`src/rtl/viterbi_pkg.sv`:
```
// rtl/viterbi_pkg.sv - shared constants, types and trellis helpers for the K=4 Viterbi decoder
package viterbi_pkg;

  localparam int NSTATES = 8;
  localparam int PM_W    = 8;
  localparam int BM_W    = 2;

  localparam logic [3:0] G0 = 4'b1101;
  localparam logic [3:0] G1 = 4'b1111;

  typedef logic [2:0] state_t;

  typedef enum logic [1:0] {
    IDLE = 2'd0,
    RUN  = 2'd1,
    DONE = 2'd2
  } sched_state_e;

  function automatic state_t pred0(state_t ns);
    return {ns[1:0], 1'b0};
  endfunction

  function automatic state_t pred1(state_t ns);
    return {ns[1:0], 1'b1};
  endfunction

  // Codeword {c0,c1} emitted when input bit b is shifted into encoder state p.
  function automatic logic [1:0] enc_cw(state_t p, logic b);
    logic [3:0] r;
    r = {b, p};
    return {^(r & G0), ^(r & G1)};
  endfunction

endpackage

```
`src/rtl/acs_scheduler_acs.sv`:
```
// rtl/acs_scheduler_acs.sv - combinational add-compare-select for one trellis state
module acs_scheduler_acs
  import viterbi_pkg::*;
#(
  parameter int PM_W = viterbi_pkg::PM_W,
  parameter int BM_W = viterbi_pkg::BM_W
) (
  input  logic [PM_W-1:0] path_0_pmc,
  input  logic            path_0_valid,
  input  logic [BM_W-1:0] path_0_bmc,
  input  logic [PM_W-1:0] path_1_pmc,
  input  logic            path_1_valid,
  input  logic [BM_W-1:0] path_1_bmc,
  output logic            selection,
  output logic            valid_o,
  output logic [PM_W-1:0] path_cost
);

  logic [PM_W-1:0] cost_0;
  logic [PM_W-1:0] cost_1;

  // Ties favour path 0; an invalid path can never win.
  always_comb begin
    cost_0    = path_0_pmc + {{(PM_W-BM_W){1'b0}}, path_0_bmc};
    cost_1    = path_1_pmc + {{(PM_W-BM_W){1'b0}}, path_1_bmc};
    selection = path_1_valid && (!path_0_valid || (cost_1 < cost_0));
    valid_o   = path_0_valid || path_1_valid;
    path_cost = selection ? cost_1 : cost_0;
  end

endmodule

```
`src/rtl/acs_scheduler.sv`:
```
// rtl/acs_scheduler.sv - time-multiplexes one ACS over 8 trellis states with double-buffered path metrics
module acs_scheduler
  import viterbi_pkg::*;
#(
  parameter int PM_W    = viterbi_pkg::PM_W,
  parameter int BM_W    = viterbi_pkg::BM_W,
  parameter int NORM_EN = 1
) (
  input  logic              clk,
  input  logic              rst_n,
  input  logic              in_valid,
  output logic              in_ready,
  input  logic              in_first,
  input  logic [4*BM_W-1:0] in_bm,
  output logic              out_valid,
  input  logic              out_ready,
  output logic [7:0]        out_surv,
  output logic [7:0]        out_pm_valid,
  output logic [2:0]        out_best_state,
  output logic [PM_W-1:0]   out_best_cost,
  output logic              busy
);

  sched_state_e state_q, state_d;
  state_t       ns_q, ns_d;
  logic [4*BM_W-1:0] bm_q, bm_d;
  logic bank_q, bank_d;

  logic [NSTATES-1:0][PM_W-1:0] pm0_q, pm0_d, pm1_q, pm1_d;
  logic [NSTATES-1:0]           v0_q, v0_d, v1_q, v1_d;
  logic [NSTATES-1:0]           surv_q, surv_d;

  logic            min_found_q, min_found_d;
  logic [PM_W-1:0] min_cost_q, min_cost_d;
  state_t          min_state_q, min_state_d;

  logic [7:0]      out_surv_q, out_surv_d;
  logic [7:0]      out_pm_valid_q, out_pm_valid_d;
  state_t          out_best_state_q, out_best_state_d;
  logic [PM_W-1:0] out_best_cost_q, out_best_cost_d;

  logic [NSTATES-1:0][PM_W-1:0] rd_pm, wr_pm;
  logic [NSTATES-1:0]           rd_v, wr_v;

  state_t          p0, p1;
  logic [1:0]      cw0, cw1;
  logic [BM_W-1:0] bmc0, bmc1;
  logic            acs_sel, acs_valid;
  logic [PM_W-1:0] acs_cost;

  function automatic logic [BM_W-1:0] pick_bm(input logic [4*BM_W-1:0] bms, input logic [1:0] cw);
    return bms[BM_W*int'(cw) +: BM_W];
  endfunction

  // bank_q selects which bank is read; the other one collects this symbol's results.
  always_comb begin
    rd_pm = bank_q ? pm1_q : pm0_q;
    rd_v  = bank_q ? v1_q  : v0_q;
    p0    = pred0(ns_q);
    p1    = pred1(ns_q);
    cw0   = enc_cw(p0, ns_q[2]);
    cw1   = enc_cw(p1, ns_q[2]);
    bmc0  = pick_bm(bm_q, cw0);
    bmc1  = pick_bm(bm_q, cw1);
  end

  acs_scheduler_acs #(
    .PM_W (PM_W),
    .BM_W (BM_W)
  ) u_acs (
    .path_0_pmc   (rd_pm[p0]),
    .path_0_valid (rd_v[p0]),
    .path_0_bmc   (bmc0),
    .path_1_pmc   (rd_pm[p1]),
    .path_1_valid (rd_v[p1]),
    .path_1_bmc   (bmc1),
    .selection    (acs_sel),
    .valid_o      (acs_valid),
    .path_cost    (acs_cost)
  );

  logic [NSTATES-1:0][PM_W-1:0] rd_pm_n, wr_pm_n;
  logic [NSTATES-1:0]           rd_v_n, wr_v_n;
  logic [NSTATES-1:0]           surv_nx;
  logic                         found_cur, cand_better, min_found_nx;
  logic [PM_W-1:0]              min_cost_nx;
  state_t                       min_state_nx;

  always_comb begin
    state_d          = state_q;
    ns_d             = ns_q;
    bm_d             = bm_q;
    bank_d           = bank_q;
    surv_d           = surv_q;
    min_found_d      = min_found_q;
    min_cost_d       = min_cost_q;
    min_state_d      = min_state_q;
    out_surv_d       = out_surv_q;
    out_pm_valid_d   = out_pm_valid_q;
    out_best_state_d = out_best_state_q;
    out_best_cost_d  = out_best_cost_q;
    rd_pm_n          = rd_pm;
    rd_v_n           = rd_v;
    wr_pm            = bank_q ? pm0_q : pm1_q;
    wr_v             = bank_q ? v0_q  : v1_q;
    wr_pm_n          = wr_pm;
    wr_v_n           = wr_v;

    // Running minimum restarts at ns = 0 and includes the current cycle's result.
    found_cur    = min_found_q && (ns_q != 3'd0);
    cand_better  = acs_valid && (!found_cur || (acs_cost < min_cost_q));
    min_found_nx = found_cur || acs_valid;
    min_cost_nx  = cand_better ? acs_cost : min_cost_q;
    min_state_nx = cand_better ? ns_q : min_state_q;
    surv_nx      = surv_q;
    surv_nx[ns_q] = acs_sel;

    case (state_q)
      IDLE: begin
        if (in_valid) begin
          bm_d    = in_bm;
          ns_d    = 3'd0;
          state_d = RUN;
          if (in_first) begin
            rd_pm_n = '0;
            rd_v_n  = 8'h01;
          end
        end
      end
      RUN: begin
        wr_pm_n[ns_q] = acs_cost;
        wr_v_n[ns_q]  = acs_valid;
        surv_d        = surv_nx;
        min_found_d   = min_found_nx;
        min_cost_d    = min_cost_nx;
        min_state_d   = min_state_nx;
        ns_d          = ns_q + 3'd1;
        if (ns_q == 3'd7) begin
          for (int i = 0; i < NSTATES; i++) begin
            if (!wr_v_n[i]) begin
              wr_pm_n[i] = '0;
            end else if (NORM_EN != 0) begin
              wr_pm_n[i] = wr_pm_n[i] - min_cost_nx;
            end
          end
          state_d          = DONE;
          bank_d           = ~bank_q;
          out_surv_d       = surv_nx;
          out_pm_valid_d   = wr_v_n;
          out_best_state_d = min_found_nx ? min_state_nx : 3'd0;
          out_best_cost_d  = min_found_nx ? min_cost_nx : '0;
        end
      end
      DONE: begin
        if (out_ready) begin
          state_d = IDLE;
        end
      end
      default: state_d = IDLE;
    endcase

    pm0_d = bank_q ? wr_pm_n : rd_pm_n;
    pm1_d = bank_q ? rd_pm_n : wr_pm_n;
    v0_d  = bank_q ? wr_v_n  : rd_v_n;
    v1_d  = bank_q ? rd_v_n  : wr_v_n;
  end

  always_ff @(posedge clk or negedge rst_n) begin
    if (!rst_n) begin
      state_q          <= IDLE;
      ns_q             <= 3'd0;
      bm_q             <= '0;
      bank_q           <= 1'b0;
      pm0_q            <= '0;
      pm1_q            <= '0;
      v0_q             <= 8'h01;
      v1_q             <= 8'h01;
      surv_q           <= '0;
      min_found_q      <= 1'b0;
      min_cost_q       <= '0;
      min_state_q      <= 3'd0;
      out_surv_q       <= '0;
      out_pm_valid_q   <= 8'h01;
      out_best_state_q <= 3'd0;
      out_best_cost_q  <= '0;
    end else begin
      state_q          <= state_d;
      ns_q             <= ns_d;
      bm_q             <= bm_d;
      bank_q           <= bank_d;
      pm0_q            <= pm0_d;
      pm1_q            <= pm1_d;
      v0_q             <= v0_d;
      v1_q             <= v1_d;
      surv_q           <= surv_d;
      min_found_q      <= min_found_d;
      min_cost_q       <= min_cost_d;
      min_state_q      <= min_state_d;
      out_surv_q       <= out_surv_d;
      out_pm_valid_q   <= out_pm_valid_d;
      out_best_state_q <= out_best_state_d;
      out_best_cost_q  <= out_best_cost_d;
    end
  end

  assign in_ready       = (state_q == IDLE);
  assign out_valid      = (state_q == DONE);
  assign busy           = (state_q == RUN) || (state_q == DONE);
  assign out_surv       = out_surv_q;
  assign out_pm_valid   = out_pm_valid_q;
  assign out_best_state = out_best_state_q;
  assign out_best_cost  = out_best_cost_q;

endmodule

```
`config.mk`:
```
export PLATFORM = sky130hd
export DESIGN_NAME = acs_scheduler
export DESIGN_NICKNAME = d
export VERILOG_FILES = /design/src/rtl/viterbi_pkg.sv /design/src/rtl/acs_scheduler_acs.sv /design/src/rtl/acs_scheduler.sv
export SDC_FILE = /design/constraint.sdc
export NUM_CORES = 1
export LEC_CHECK = 0
export CAP_MARGIN = 30
export CORE_MARGIN = 2
export CORE_UTILIZATION = 25
export DETAILED_ROUTE_END_ITERATION = 10
export PLACE_DENSITY_LB_ADDON = 0.12
export SLEW_MARGIN = 20
export SYNTH_ARGS = -nofsm -noshare
export SYNTH_HDL_FRONTEND = slang
export SYNTH_HIERARCHICAL = 1
export SYNTH_SLANG_ARGS = --single-unit
export TNS_END_PERCENT = 30
```
`constraint.sdc`:
```
create_clock -name clk -period 28.1 [get_ports clk]
set_clock_uncertainty 0.15 [all_clocks]
set_input_delay 2.81 -clock clk [delete_from_list [all_inputs] [get_ports clk]]
set_output_delay 2.81 -clock clk [all_outputs]
set_load 0.01 [all_outputs]
```
==> flow_summary.json <==
{
  "ys.flop_type": "dfrtp_1",
  "final.period_utilization_pct": 34.32,
  "synth_edf_count": 0,
  "crit_fanout": 36,
  "final_cell_mix": "278 x nand2_1, 200 x dfrtp_1, 192 x o21ai_0",
  "slowest_delay_ns": 0.77,
  "ys_types": 69,
  "cts_hold_buf": 0,
  "finalSetupViolations": 0,
  "final_antenna_net_count": 0,
  "core_area_mm2": 0.05869,
  "ios": 43,
  "placed_area_mm2": 0.01614,
  "cts.sink_count": 205,
  "clk_latency_ns": 0.57,
  "place_congestion": 0.8187,
  "relSlewSlack_pct": 35.86,
  "fmax_mhz": 103.7,
  "hold_class": "flip-flop to flip-flop",
  "io_buffers": 42,
  "drv_slew": 0,
  "syn_to_final_growth_pct": 15.98,
  "start_util_pct": 25.11,
  "wl_per_cell_um": 21.38,
  "dp_hpwl_um": 37070,
  "status": "finished, final reports clean",
  "antenna_found_initial": 2,
  "ys_warn_count": 6,
  "rsz0062_at_grt": "no",
  "drc": 0,
  "postSynthAreaPerCell_um2": 8.762,
  "worstPathRequired_ns": 28.38,
  "clk_path_buf_depth": 3,
  "synth_top_cell_by_area": "dfrtp_1",
  "crit_path_end_kind": "flip-flop",
  "finish.instance_area_mm2": 0.01709,
  "tns_ns": 0,
  "worst_path_most_repeated_cell": "buf_4",
  "cts_resized": 0,
  "grt_max_degree": 100,
  "diodes": 0,
  "timing.final.hold_violations": 0,
  "cts_setup_buffers": 0,
  "holdPathStages": 1,
  "grt_use_total_pct": 17.69,
  "tightest_slew_ns": 0.9621,
  "htreeDepth": 1,
  "grt_pass1_vias": 12821,
  "worstReg2RegEnd": "pm0_q[15]",
  "min-delay-start": "out_pm_valid[1]",
  "critPathKind": "flip-flop to flip-flop",
  "dieHeight_um": 246.8,
  "slowest_stage": "dfrtp_4",
  "cts-root-buf": "clkbuf_16",
  "vias": 12583,
  "synth-seq-cells": 205,
  "yosys-top-cells-area": "dfrtp_1 34%, nand2_1 7.1%, ha_1 7.0%",
  "ys_seq_area_share_pct": 34.83,
  "synthesis.nets": 1787,
  "cp_data_arrival_time_ns": 9.92,
  "post-route-min-period_ns": 9.644,
  "holdPathEnd": "out_pm_valid[1]",
  "syn-cell-area_mm2": 0.01474,
  "final_layout_size_suffix_gt1_share_pct": 11.09,
  "nNetsFinal": 1799,
  "clk_pin_slew_ns": 0.06,
  "dieArea_mm2": 0.06091,
  "synthCells": 1682,
  "die_w_um": 246.8,
  "cts_buffers": 27,
  "maxCapViolCount": 0,
  "overflow": 0,
  "grt_first_pass_wirelength_um": 82020,
  "placementRows": 89,
  "tritoncts": "built",
  "async_flop_share_pct": 100.0,
  "first_iter_violations": 832,
  "avgViaCountPerCell": 5.060,
  "reg2reg_slack_ns": 18.46,
  "synth_top_area_share_pct": 34.30,
  "crit_start": "bank_q",
  "drt_pass1_iterations": 5,
  "rr_worst_depth": 32,
  "start_kind": "flip-flop",
  "layout_commonest_cell": "nand2_1",
  "wirelength_um": 53180,
  "r2r-start": "bank_q"
}
sequential cells by signal, summed over array words and instances, names as in the netlist, 3 cells and up:
signal / cells
pm1_q: 64
out_pm_valid: 8
surv_q: 8
min_cost_q: 8
v1_q: 8
v0_q: 8
min_state_q: 3
out_best_cost: 8
ns_q: 3
bm_q: 8
pm0_q: 64
out_surv: 8
out_best_state: 3
cell type report:
class                   instances  area, um2
fillers                      6179      41590
clock inverters                 5      60.06
well taps                     773      967.2
clock buffers                  44      869.6
repair buffers                 89      788.3
inverters                      70      264.0
flip-flops and latches        205       5139
multi-input cells            1301       9005
cells in the mapped netlist, types with 12 or more instances:
master	count
a21boi_0	14
a21o_1	17
a21oi_1	114
a221oi_1	29
buf_2	12
clkbuf_1	83
dfrtp_1	202
ha_1	82
inv_1	67
mux2_2	18
mux2i_1	98
mux4_2	40
nand2_1	279
nand3_1	26
nor2_1	150
nor2b_1	13
o21a_1	15
o21ai_0	192
o22ai_1	24
xnor2_1	19
xor2_1	28
critical path: cells and delay by family (launching register included):
kind	cells	cell delay (ns)
flops	1	0.77
xor+xnor	1	0.23
simple gates	10	1.80
buf+inv	4	1.75
compound gates	10	2.25
fa+ha+maj	4	1.20
mux	3	1.26
logic make-up after synthesis:
logic type	after synthesis	synth area share [%]
AND/OR/NAND/NOR	532	15.35
AO/OA/AOI/OAI	470	19.47
adder cells (fa/ha/maj)	93	8.396
buffers and inverters	176	4.686
multiplexers	159	14.47
XOR/XNOR	47	2.793
flip-flops	205	34.83
metal layers:
| layer | up-vias | track usage [%] | part of all wire, % |
|---|---|---|---|
| met5 | - | 0 | 0 |
| met4 | 0 | 4.057 | 2.3 |
| met3 | 54 | 2.030 | 3.6 |
| met2 | 257 | 28.94 | 46 |
| met1 | 6266 | 24.89 | 48 |
| li1 | 6006 | - | - |
metrics by stage:
step	std cells	util (%)	hold slack (ns)	worst slack, ns
floorplan	1682	-	0.2992	18.73
global placement	2433	27.46	0.3116	18.36
detailed placement	2436	27.50	0.3200	18.23
CTS	2485	29.08	0.3347	18.18
global route	2487	29.13	0.3572	17.81
finish	2487	29.13	0.3292	18.46
how the worst max path moves through the flow:
| stage | to | cells past startpoint |
|---|---|---|
| after global routing | pm0_q[15] | 33 |
| after floorplan | pm0_q[15] | 34 |
| final | pm0_q[15] | 32 |
| after global placement | pm0_q[55] | 32 |
| after detailed placement | pm0_q[15] | 32 |
| after CTS | pm0_q[15] | 32 |
Power is not shown: default switching activity piles up to over one toggle a cycle in this logic, so the estimate is an artifact.
